**src/rtl/render_pkg.sv**
```systemverilog
// render_pkg: shared framebuffer geometry and the write-record type.
//   H_RES, V_RES : visible raster size in pixels
//   ADDRW        : linear framebuffer address width (2**ADDRW >= H_RES*V_RES)
//   COLRW        : colour width
//   fb_wr_t      : one buffered framebuffer write {addr, col}
package render_pkg;

    localparam int H_RES = 640;
    localparam int V_RES = 480;
    localparam int ADDRW = 19;
    localparam int COLRW = 4;

    typedef struct packed {
        logic [ADDRW-1:0] addr;
        logic [COLRW-1:0] col;
    } fb_wr_t;

endpackage

```
**src/rtl/fb_fifo.sv**
```systemverilog
// fb_fifo: synchronous first-word-fall-through FIFO of fb_wr_t records.
//   clk, rst_n : clock, asynchronous active-low reset (empties the FIFO)
//   push/wdata : write a record; caller guarantees !full || pop
//   pop        : drop the head; caller guarantees !empty
//   rdata      : current head, valid whenever !empty
//   empty/full : occupancy flags
//   count      : number of stored records, 0..DEPTH
module fb_fifo
    import render_pkg::*;
#(
    parameter int DEPTH = 8,
    localparam int AW   = $clog2(DEPTH)
) (
    input  logic        clk,
    input  logic        rst_n,
    input  logic        push,
    input  fb_wr_t      wdata,
    input  logic        pop,
    output fb_wr_t      rdata,
    output logic        empty,
    output logic        full,
    output logic [AW:0] count
);

    fb_wr_t         mem [DEPTH];
    logic [AW-1:0]  wptr;
    logic [AW-1:0]  rptr;

    // Pointers wrap naturally because DEPTH is a power of two.
    always_ff @(posedge clk or negedge rst_n) begin
        if (!rst_n) begin
            wptr  <= '0;
            rptr  <= '0;
            count <= '0;
        end else begin
            if (push) wptr <= wptr + 1'b1;
            if (pop)  rptr <= rptr + 1'b1;
            case ({push, pop})
                2'b10:   count <= count + 1'b1;
                2'b01:   count <= count - 1'b1;
                default: ;
            endcase
        end
    end

    // Storage carries no reset; stale contents are never visible while empty.
    always_ff @(posedge clk) begin
        if (push) mem[wptr] <= wdata;
    end

    assign rdata = mem[rptr];
    assign empty = (count == '0);
    assign full  = (count == (AW+1)'(DEPTH));

endmodule

```
**src/rtl/span_fb_writer.sv**
```systemverilog
// span_fb_writer: turns the line scanner's pixel stream into framebuffer writes.
//   clk, rst_n          : clock, asynchronous active-low reset
//   drawing, x, y       : scanner pixel valid and coordinates
//   colour              : fill colour sampled with each pixel
//   scan_done           : one-cycle end-of-scan pulse
//   oe                  : output enable back to the scanner (0 = stall)
//   fb_we/fb_addr/fb_data, fb_ready : valid/ready write port, FWFT head
//   busy                : a frame is in flight
//   frame_done          : one-cycle pulse once the scan ended and all writes drained
//   overflow            : sticky, a pixel was dropped on a full FIFO
// ADDRW/COLRW overrides must match render_pkg, since fb_wr_t is sized there.
module span_fb_writer
    import render_pkg::fb_wr_t;
#(
    parameter int CORDW = 10,
    parameter int H_RES = 640,
    parameter int V_RES = 480,
    parameter int COLRW = 4,
    parameter int ADDRW = 19,
    parameter int DEPTH = 8,
    parameter int SKID  = 2
) (
    input  logic             clk,
    input  logic             rst_n,
    input  logic             drawing,
    input  logic [CORDW-1:0] x,
    input  logic [CORDW-1:0] y,
    input  logic [COLRW-1:0] colour,
    input  logic             scan_done,
    output logic             oe,
    output logic             fb_we,
    output logic [ADDRW-1:0] fb_addr,
    output logic [COLRW-1:0] fb_data,
    input  logic             fb_ready,
    output logic             busy,
    output logic             frame_done,
    output logic             overflow
);

    localparam int CW = $clog2(DEPTH) + 1;

    logic          s1_v;
    fb_wr_t        s1_wr;
    logic          accept;
    logic          push;
    logic          pop;
    logic          empty;
    logic          full;
    logic [CW-1:0] count;
    fb_wr_t        head;
    logic          done_pend;
    logic          fire;

    assign accept = drawing && (32'(x) < 32'(H_RES)) && (32'(y) < 32'(V_RES));

    // Stage 1: clip and linearise. Product is formed at 32 bits, then truncated.
    always_ff @(posedge clk or negedge rst_n) begin
        if (!rst_n) begin
            s1_v  <= 1'b0;
            s1_wr <= '0;
        end else begin
            s1_v <= accept;
            if (accept) begin
                s1_wr.addr <= ADDRW'(32'(y) * 32'(H_RES) + 32'(x));
                s1_wr.col  <= colour;
            end
        end
    end

    // A pop frees a slot this same edge, so a full FIFO still accepts then.
    assign pop  = fb_we && fb_ready;
    assign push = s1_v && (!full || pop);

    fb_fifo #(.DEPTH(DEPTH)) u_fifo (
        .clk   (clk),
        .rst_n (rst_n),
        .push  (push),
        .wdata (s1_wr),
        .pop   (pop),
        .rdata (head),
        .empty (empty),
        .full  (full),
        .count (count)
    );

    assign fb_we   = !empty;
    assign fb_addr = head.addr;
    assign fb_data = head.col;

    // Reserve SKID slots for pixels the scanner emits before it sees oe fall.
    assign oe = (32'(count) + 32'(s1_v)) <= 32'(DEPTH - 1 - SKID);

    // Stage-1 must be empty too, otherwise a pixel could still be on its way in.
    assign fire = done_pend && !s1_v && empty;

    always_ff @(posedge clk or negedge rst_n) begin
        if (!rst_n) begin
            overflow   <= 1'b0;
            done_pend  <= 1'b0;
            busy       <= 1'b0;
            frame_done <= 1'b0;
        end else begin
            if (s1_v && full && !pop) overflow <= 1'b1;
            frame_done <= fire;
            // A new scan_done or pixel wins over a same-edge completion.
            if (scan_done)   done_pend <= 1'b1;
            else if (fire)   done_pend <= 1'b0;
            if (accept || scan_done) busy <= 1'b1;
            else if (fire)           busy <= 1'b0;
        end
    end

endmodule

```
**config.mk**
```make
export PLATFORM = sky130hd
export DESIGN_NAME = span_fb_writer
export DESIGN_NICKNAME = d
export VERILOG_FILES = /design/src/rtl/render_pkg.sv /design/src/rtl/fb_fifo.sv /design/src/rtl/span_fb_writer.sv
export SDC_FILE = /design/constraint.sdc
export NUM_CORES = 1
export LEC_CHECK = 0
export CORE_MARGIN = 2
export CORE_UTILIZATION = 35
export CTS_CLUSTER_SIZE = 20
export DETAILED_ROUTE_END_ITERATION = 6
export PLACE_DENSITY_LB_ADDON = 0.08
export SETUP_SLACK_MARGIN = 0.15
export SLEW_MARGIN = 15
export SYNTH_ARGS = -nofsm -noshare
export SYNTH_HDL_FRONTEND = slang
export SYNTH_HIERARCHICAL = 1
export SYNTH_SLANG_ARGS = --single-unit
```
**constraint.sdc**
```tcl
create_clock -name clk -period 4.4 [get_ports clk]
set_input_delay 0.88 -clock clk [delete_from_list [all_inputs] [get_ports clk]]
set_output_delay 0.88 -clock clk [all_outputs]
set_load 0.05 [all_outputs]
```
After elaboration in Yosys (flattened, before gate mapping) --
Memory sizes are Yosys's and may differ from the RTL's. Cells that the tools add are included.
Word-level totals: output and inout bits 28, memories 1, latch bits 0, memory bits (writable) 184, register bits after elaboration 38, word-level logic and storage cells 48, ROM bits 0, input bits 29
Cells by class: bitwise gates (word level) 0, $mul 1, shift-type cells 0, multiplexer cells 6, add/sub/neg operators 6, reduce and logical (&&, ||, !) cells 18, divide/modulo/power cells 0, equal/unequal tests 3, $lt $le $gt $ge 3
Memories:
- u_fifo.mem | depth 8, width 23, read ports 1, clocked after Yosys merged registers in 0, wr ports 1, RTL line fb_fifo.sv:25 | fb_wr_t mem [DEPTH];
Operators by type and width (count):
- 19-bit by 10-bit adder with 19-bit output | 1
- 10-bit by 3-bit multiplier with 12-bit output, second input constant | 1
- 10-bit less-than comparator, second input constant | 1
- 10-bit by 9-bit less-than comparator with 1-bit output, second input constant | 1
- 1-bit logical AND | 8
- 4-bit one-hot mux with 2 select lines | 1
- 3-bit by 1-bit adder with 3-bit output, second input constant | 2
- 2-bit nonzero test | 3
- 4-bit by 1-bit adder with 5-bit output | 1
- 5-bit by 3-bit less-or-equal comparator with 1-bit output, second input constant | 1
- 1-bit 2-to-1 mux | 5
- 4-bit by 1-bit adder with 4-bit output, second input constant | 1
- 4-bit == test, second input constant | 1
- 1-bit zero test | 4
- 4-bit zero test | 1
- 4-bit by 1-bit subtractor with 4-bit output, second input constant | 1
- 2-bit by 1-bit == test with 1-bit output, second input constant | 1
- 2-bit == test, second input constant | 1
- 1-bit logical OR | 2

Longest topological paths before layout --
Gate-level depths: netlist of the first run.
depth in word-level cells 7, gate-level depth with buffers 12, gate-level depth less buffers 12

Hierarchy --
The synthesis of the first run kept the hierarchy.
By module, submodules not included:
- fb_fifo | area each 7543.5 um^2, sequential area each 5775.5 um^2, cells each 320, instances 1
- span_fb_writer | area each 1889.3 um^2, sequential area each 700.7 um^2, cells each 201, instances 1

Least setup slack after synthesis of the first run --
Ideal clock, no wire load.
path type flip-flop to flip-flop, start point reg u_fifo.count[1], end point mem u_fifo/mem[4][0] in the netlist's numbering (enable), cell stages (with the launch flop) 7, library setup time 0.432 ns, arrival 3.354 ns, period minus slack after synthesis 3.785 ns, data required time 3.968 ns, path buffers 0, setup slack 0.615 ns, cells stage by stage dfrtp_1 nor4_1 inv_1 nand2_1 a21boi_0 nand2_1 nor3_1
On the way: longest elaborated chain between the ends 7, elaborated cells on any way between the ends 9, classes of those cells 1 x eq/ne; 2 x mux; 6 x reduce/logical
Ends and longest elaborated chain:
- start: declaration | RTL line fb_fifo.sv:22 | output logic [AW:0] count
- start signal: assignment | RTL line fb_fifo.sv:39 | 2'b10: count <= count + 1'b1;
- start signal: assignment | RTL line fb_fifo.sv:40 | 2'b01: count <= count - 1'b1;
- 4-bit zero test | RTL line fb_fifo.sv:52 | assign empty = (count == '0);
- via empty | RTL line span_fb_writer.sv:47 | logic empty;
- 1-bit zero test | RTL line span_fb_writer.sv:86 | assign fb_we = !empty;
- via fb_we | RTL line span_fb_writer.sv:31 | output logic fb_we,
- 1-bit logical AND | RTL line span_fb_writer.sv:71 | assign pop = fb_we && fb_ready;
- 1-bit logical OR | RTL line span_fb_writer.sv:72 | assign push = s1_v && (!full || pop);
- 1-bit logical AND | RTL line span_fb_writer.sv:72
- via push | RTL line span_fb_writer.sv:45 | logic push;
- 1-bit 2-to-1 mux | RTL line fb_fifo.sv:48 | if (push) mem[wptr] <= wdata;
- 1-bit 2-to-1 mux (implied by the code) | RTL line fb_fifo.sv:48
- end: declaration | RTL line fb_fifo.sv:25
The timed path passes the listed nets, and every way through them passes these cells.

Final worst setup path of the first run --
start point reg u_fifo.rptr[0], end point out fb_addr[5]
On the way: longest elaborated chain between the ends 1
Ends and longest elaborated chain:
- start: declaration | RTL line fb_fifo.sv:27 | logic [AW-1:0] rptr;
- start signal: assignment | RTL line fb_fifo.sv:37 | if (pop) rptr <= rptr + 1'b1;
- memory 8 x 23 bit
- end: declaration | RTL line span_fb_writer.sv:32 | output logic [ADDRW-1:0] fb_addr,
Every way passes these cells.

==> flow_summary.ini, run 1 <==
[outcome]
status = finished, final reports clean

[clocking]
tritoncts = done
postCtsSetupBuffers = 0
worst_skew_pair.late_latency_ns = 0.53
cts_resized = 0
clk_pin_slew_worst_paths_ns = 0.06
cts_sinks = 222
cts-root-buf = clkbuf_16
cts_made_buffers = 26
htree_levels = 1
clk_path_buf_depth = 3
holdBufCountCts = 0

[die]
start_util_pct = 35.3
die_x_um = 168
io_pins = 57
core_region_area_um2 = 26700
die_h_um = 168
die-area_um2 = 28300
std_cell_rows = 60

[sta]
hold_viol = 0
fin_tns_setup_ns = 0
fin_skew_ns = 0.0321
min_period_over_period_pct = 88.6
min_period_ns = 3.90
grt_setup_unrepaired = false
worstMarginPinSlew_ns = 0.683
drv_slew = 0
setup_viol = 0
fmax_mhz = 256
max-slew-margin-rel_pct = 54.4

[drt]
drtAntennaViolNets = 0
drtPass1Iterations = 4
drt_iter0_drc = 285
finalWirelength_mm = 19.6
route.detailed.drc = 0
vias = 4882
wire_per_inst_um = 20.3
viasPerCell = 5.05

[critical_path]
cp.required_ns = 3.52
crit_fanout = 30
critPathLaunchType = flip-flop
critPathKind = reg -> out
cp.arrival_ns = 3.02
endpoint_kind = primary output

[flow_run]
maxCapViolCount = 0

[global_route]
use_met1_pct = 19.5
grt_max_degree = 31
overflow = 0
grtUsageMet2_pct = 24.6
antenna_found_initial = 0
grt_pass1_wl_mm = 31.0
first_global_vias = 5279
grt-busiest-layer = met2
grt_usage_pct = 14.4
gr-usage-met3_pct = 2.09

[place]
hpwl_mm = 11.6
io_buffers = 56
gp_congestion = 0.729

[logic_synthesis]
yosysTopAreaCell = edfxtp_1
ys_seq_area_share_pct = 68.7
synthFlopType = edfxtp_1
synth.net_count = 578
async_reset_ff_share_pct = 17.1
avgSynthCellArea_um2 = 18.1
ys_ff_latch = 222
syn-cell-area_um2 = 9430
synth.area.top_cells = edfxtp_1 (59%), dfrtp_1 (10%), mux4_2 (7.2%)
yosysWarningCount = 6
synth.distinct_cells = 56
syn_inst = 521
synth-edff-count = 184
yosysTopAreaCellShare_pct = 58.6

[pwr]
cellLeakagePower_uw = 0.00403
ir_drop_mv = 0.382
power.density_nw_per_um2 = 655

[cells_and_area]
syn_to_final_growth_pct = 20.3
antenna_cells = 0
nNetsFinal = 664
final_util_pct = 42.5
fill_cells = 2419
drive_above_1_share_pct = 22.5

[min_path]
holdCritPathClass = in -> async
synthesized netlist by cell type (3+ instances only):
cell	instances
nand2b_1	8
mux2_2	27
nand4_1	3
nor2_1	15
inv_1	9
o21ai_1	5
xnor2_1	11
nor2b_1	5
xor2_1	10
mux4_2	30
a21o_1	4
a21oi_1	3
a31oi_1	4
mux4_1	16
dfrtp_1	38
ha_1	26
nand2_1	52
clkbuf_1	9
nor3_1	3
edfxtp_1	184
o21ai_0	13
cells in the final DEF (no fill, tap or decap), types with 8 or more instances in the layout:
| cell type | n |
|---|---|
| xnor2_1 | 11 |
| mux4_2 | 30 |
| clkbuf_16 | 26 |
| ha_1 | 26 |
| dfrtp_1 | 36 |
| nor2_1 | 9 |
| nand2b_1 | 8 |
| clkdlybuf4s50_1 | 55 |
| buf_4 | 17 |
| mux2_2 | 27 |
| inv_1 | 9 |
| o21ai_0 | 13 |
| nand2_1 | 52 |
| xor2_1 | 10 |
| mux4_1 | 16 |
| edfxtp_1 | 184 |
metal layers:
metal	up-vias	wire, um
met3	25	750
li1	2235	-
met4	0	293
met1	2518	8890
met2	104	9700
met5	-	0
critical path, cell delays in order, from the launching register on:
cell and delay, ns:
dfrtp_2 0.35, buf_4 0.49, mux4_1 0.64, mux2_2 0.29, clkdlybuf4s50_1 0.70
where the power goes:
part	switching (uW)	internal (uW)	leakage, uW	total [uW]
sequential	283	2580	0.00213	2870
clock	822	1280	0.000414	2100
combinational	1380	1080	0.00148	2470
total	2490	4950	0.00403	7430
registers in the layout (all words and copies together) (netlist names):
name,count
s1_v,1
overflow,1
u_fifo/count,4
done_pend,1
s1_wr,23
frame_done,1
busy,1
u_fifo/mem,184
u_fifo/wptr,3
u_fifo/rptr,3
cells by family (layout without fill, tap and decap cells):
group / count (synthesis) / after routing / share of synthesized area, %
xor+xnor: 21 / 21 / 1.95
buf+inv: 26 / 131 / 1.57
mux: 74 / 74 / 15.0
compound gates: 45 / 45 / 3.32
fa+ha+maj: 28 / 28 / 3.87
flops: 222 / 222 / 68.7
simple gates: 105 / 105 / 5.64
path summary, 6_finish.rpt:
kind                                        startpoint  cells past startpoint                           to  slack, ns
setup / recovery            u_fifo/rptr[0]$_DFFE_PN0P_                      4                   fb_addr[5]       0.50
hold / removal                                   rst_n                      1   u_fifo/rptr[2]$_DFFE_PN0P_       0.36
setup reg to reg           u_fifo/count[2]$_DFFE_PN0P_                     13  u_fifo/count[2]$_DFFE_PN0P_       1.68
hold reg to reg             u_fifo/wptr[2]$_DFFE_PN0P_                      1   u_fifo/wptr[2]$_DFFE_PN0P_       0.48
max in group asynchronous                        rst_n                      2   u_fifo/rptr[1]$_DFFE_PN0P_       3.29
min in group clk            u_fifo/wptr[2]$_DFFE_PN0P_                      1   u_fifo/wptr[2]$_DFFE_PN0P_       0.48
area by class of cell:
class                      instances  area (um2)  area share [%]
clock buffer                      31         679            5.99
timing repair buffer              75         723            6.37
clock inverter                    16         171            1.51
sequential                       222        6480            57.1
tap                              341         427            3.76
inverter                           9        33.8           0.298
multi-input combinational        273        2830            25.0
stage by stage:
stage / std cells / power, uW / hold WS, ns / cell area [um2] / setup slack, ns
CTS: 967 / 7540 / 0.350 / 11300 / 0.424
finish: 967 / 7430 / 0.362 / 11300 / 0.500
global route: 967 / 7790 / 0.376 / 11300 / 0.348
detailed placement: 920 / 5430 / 0.459 / 10500 / 0.555
floorplan: 521 / 4660 / 0.449 / 9430 / 0.615
global placement: 920 / 5390 / 0.462 / 10500 / 0.628
(Power assumes the default switching activity.)
==> inputs of run 2 (changes only) <==
Settings changed: CORE_ASPECT_RATIO set to 1.4, SETUP_SLACK_MARGIN 0.15 to 0.5.
==> run 2 against run 1 <==
Net effect:
- global-route usage decreased by 0.20 points
- largest cell class unchanged
- clock-buffer cell count increased by 1
- highest routed layer unchanged
- core utilization decreased by 0.19 points
- design area decreased by 0.73%
- die area about the same
- hold slack improved by 0.048 ns
- sequential cell count unchanged
- first-iteration DRC count decreased by 27%
==> flow_summary.ini, run 2 (synthesis gave the netlist of run 1 again) <==
[global_route]
overflow = 0
grt_usage_pct = 14.2
first_global_vias = 5165
grt_pass1_wl_mm = 29.8
antenna_found_initial = 0
grt_max_degree = 39

[cells_and_area]
final_cell_area_um2 = 11300
syn_to_final_growth_pct = 19.4
nNetsFinal = 665
final_util_pct = 42.3
reg_top3 = u_fifo/mem x184, s1_wr x23, u_fifo/count x4
final_cell_mix = edfxtp_1 (184), clkdlybuf4s50_1 (55), nand2_1 (52)
drive_above_1_share_pct = 22.1
final_common_cell = edfxtp_1
antenna_cells = 0
fill_cells = 2403
top_register = u_fifo/mem
largest_register_ffs = 184

[critical_path]
critPathMaxStageDelay_ns = 0.71
crit_family = buffers and inverters
cp.arrival_ns = 2.93
crit_fanout = 12
critPathKind = reg -> out
path_cells = buf_4 -> mux4_1 -> mux2_2 -> clkdlybuf4s50_1
r2r-start = u_fifo/count[2]$_DFFE_PN0P_
critPathLaunch = u_fifo/rptr[0]$_DFFE_PN0P_
cp.required_ns = 3.52
worst-path-buf-inv = 2
critPathLaunchType = flip-flop
slowest_stage = clkdlybuf4s50_1
endpoint_kind = primary output

[sta]
fin_skew_ns = 0.0122
min_period_ns = 3.81
grt_setup_unrepaired = false
fmax_mhz = 263
max-slew-margin-rel_pct = 58.3
hold_ws_ns = 0.409
drv_slew = 0
fin_tns_setup_ns = 0
worstMarginPinSlew_ns = 0.625
hold_viol = 0
setup_viol = 0
min_period_over_period_pct = 86.5

[clocking]
worst_skew_pair.late_latency_ns = 0.49
postCtsSetupBuffers = 0
holdBufCountCts = 0
clk_path_buf_depth = 3
cts_resized = 1
tritoncts = done
htree_levels = 1
cts-root-buf = clkbuf_16
cts_sinks = 222
clk_pin_slew_worst_paths_ns = 0.06
cts_made_buffers = 22

[pwr]
power.density_nw_per_um2 = 640
clkPwrFrac_pct = 25.8
power_frac_comb_pct = 34.4
cellLeakagePower_uw = 0.00400
swShare_pct = 33.3
p_int_uw = 4820
switching_power_uw = 2400
seqPwrFrac_pct = 39.7
ir_drop_mv = 0.236

[drt]
route.detailed.drc = 0
drt_iter0_drc = 209
drtPass1Iterations = 4
viasPerCell = 5.09
drtAntennaViolNets = 0
wire_per_inst_um = 20.6
vias = 4845
finalWirelength_mm = 19.7

[place]
hpwl_mm = 12.5
gp_congestion = 0.756
io_buffers = 56
placed_area_um2 = 10500

[die]
core_region_area_um2 = 26700
start_util_pct = 35.4
die_h_um = 198
io_pins = 57
std_cell_rows = 71
die_x_um = 143
die-area_um2 = 28300

[flow_run]
maxCapViolCount = 0

[outcome]
status = finished, final reports clean

[min_path]
holdCritPathClass = in -> async
-- run 2: cell types whose count changed in the layout (fill, tap and decap cells not counted), moves of 2 or more --
| cell | previous run | this run |
|---|---|---|
| clkbuf_1 | 4 | 6 |
| clkbuf_16 | 26 | 23 |
| clkbuf_8 | 1 | 3 |
| clkinv_2 | 6 | 3 |
| buf_4 | 17 | 22 |
-- run 2: stage by stage --
step | power, uW | instances | setup WS [ns]
after global routing | 7560 | 952 | 0.507
after global placement | 5410 | 912 | 0.624
after detailed placement | 5450 | 912 | 0.585
after CTS | 7340 | 952 | 0.524
final | 7210 | 952 | 0.593
after floorplan | 4660 | 521 | 0.615
-- run 2: power groups by stage --
stage / clock network (uW) / registers [uW] / logic (uW)
floorplan: 0 / 2790 / 1870
global placement: 0 / 2890 / 2520
detailed placement: 0 / 2910 / 2540
CTS: 1920 / 2870 / 2540
global route: 1990 / 2910 / 2650
finish: 1860 / 2870 / 2480
-- run 2: area by class of cell --
cell class | count | area (um2) | area share [%]
Clock buffer | 32 | 639 | 5.68
Clock inverter | 8 | 90.1 | 0.800
Inverter | 9 | 33.8 | 0.300
Multi-Input combinational cell | 273 | 2830 | 25.2
Sequential cell | 222 | 6480 | 57.5
Tap cell | 328 | 410 | 3.64
Timing Repair Buffer | 80 | 776 | 6.89
-- run 2: final timing paths --
path	endpoint	slack, ns	cells past startpoint
setup / recovery	fb_addr[18]	0.59	4
hold / removal	u_fifo/count[3]$_DFFE_PN0P_	0.41	1
setup reg to reg	u_fifo/count[2]$_DFFE_PN0P_	1.62	13
hold reg to reg	overflow$_DFFE_PN0P_	0.48	1
max in group asynchronous	u_fifo/rptr[0]$_DFFE_PN0P_	3.53	1
min in group clk	overflow$_DFFE_PN0P_	0.48	1
-- run 2: per-layer routing --
| layer | part of all wire, % | global-route usage, % | vias up | wire [um] |
|---|---|---|---|---|
| met1 | 40 | 16.8 | 2477 | 7910 |
| met4 | 2.3 | 4.11 | 0 | 451 |
| met2 | 54 | 26.7 | 97 | 10600 |
| met3 | 3.6 | 1.96 | 30 | 700 |
| li1 | - | - | 2241 | - |
| met5 | 0 | 0 | - | 0 |
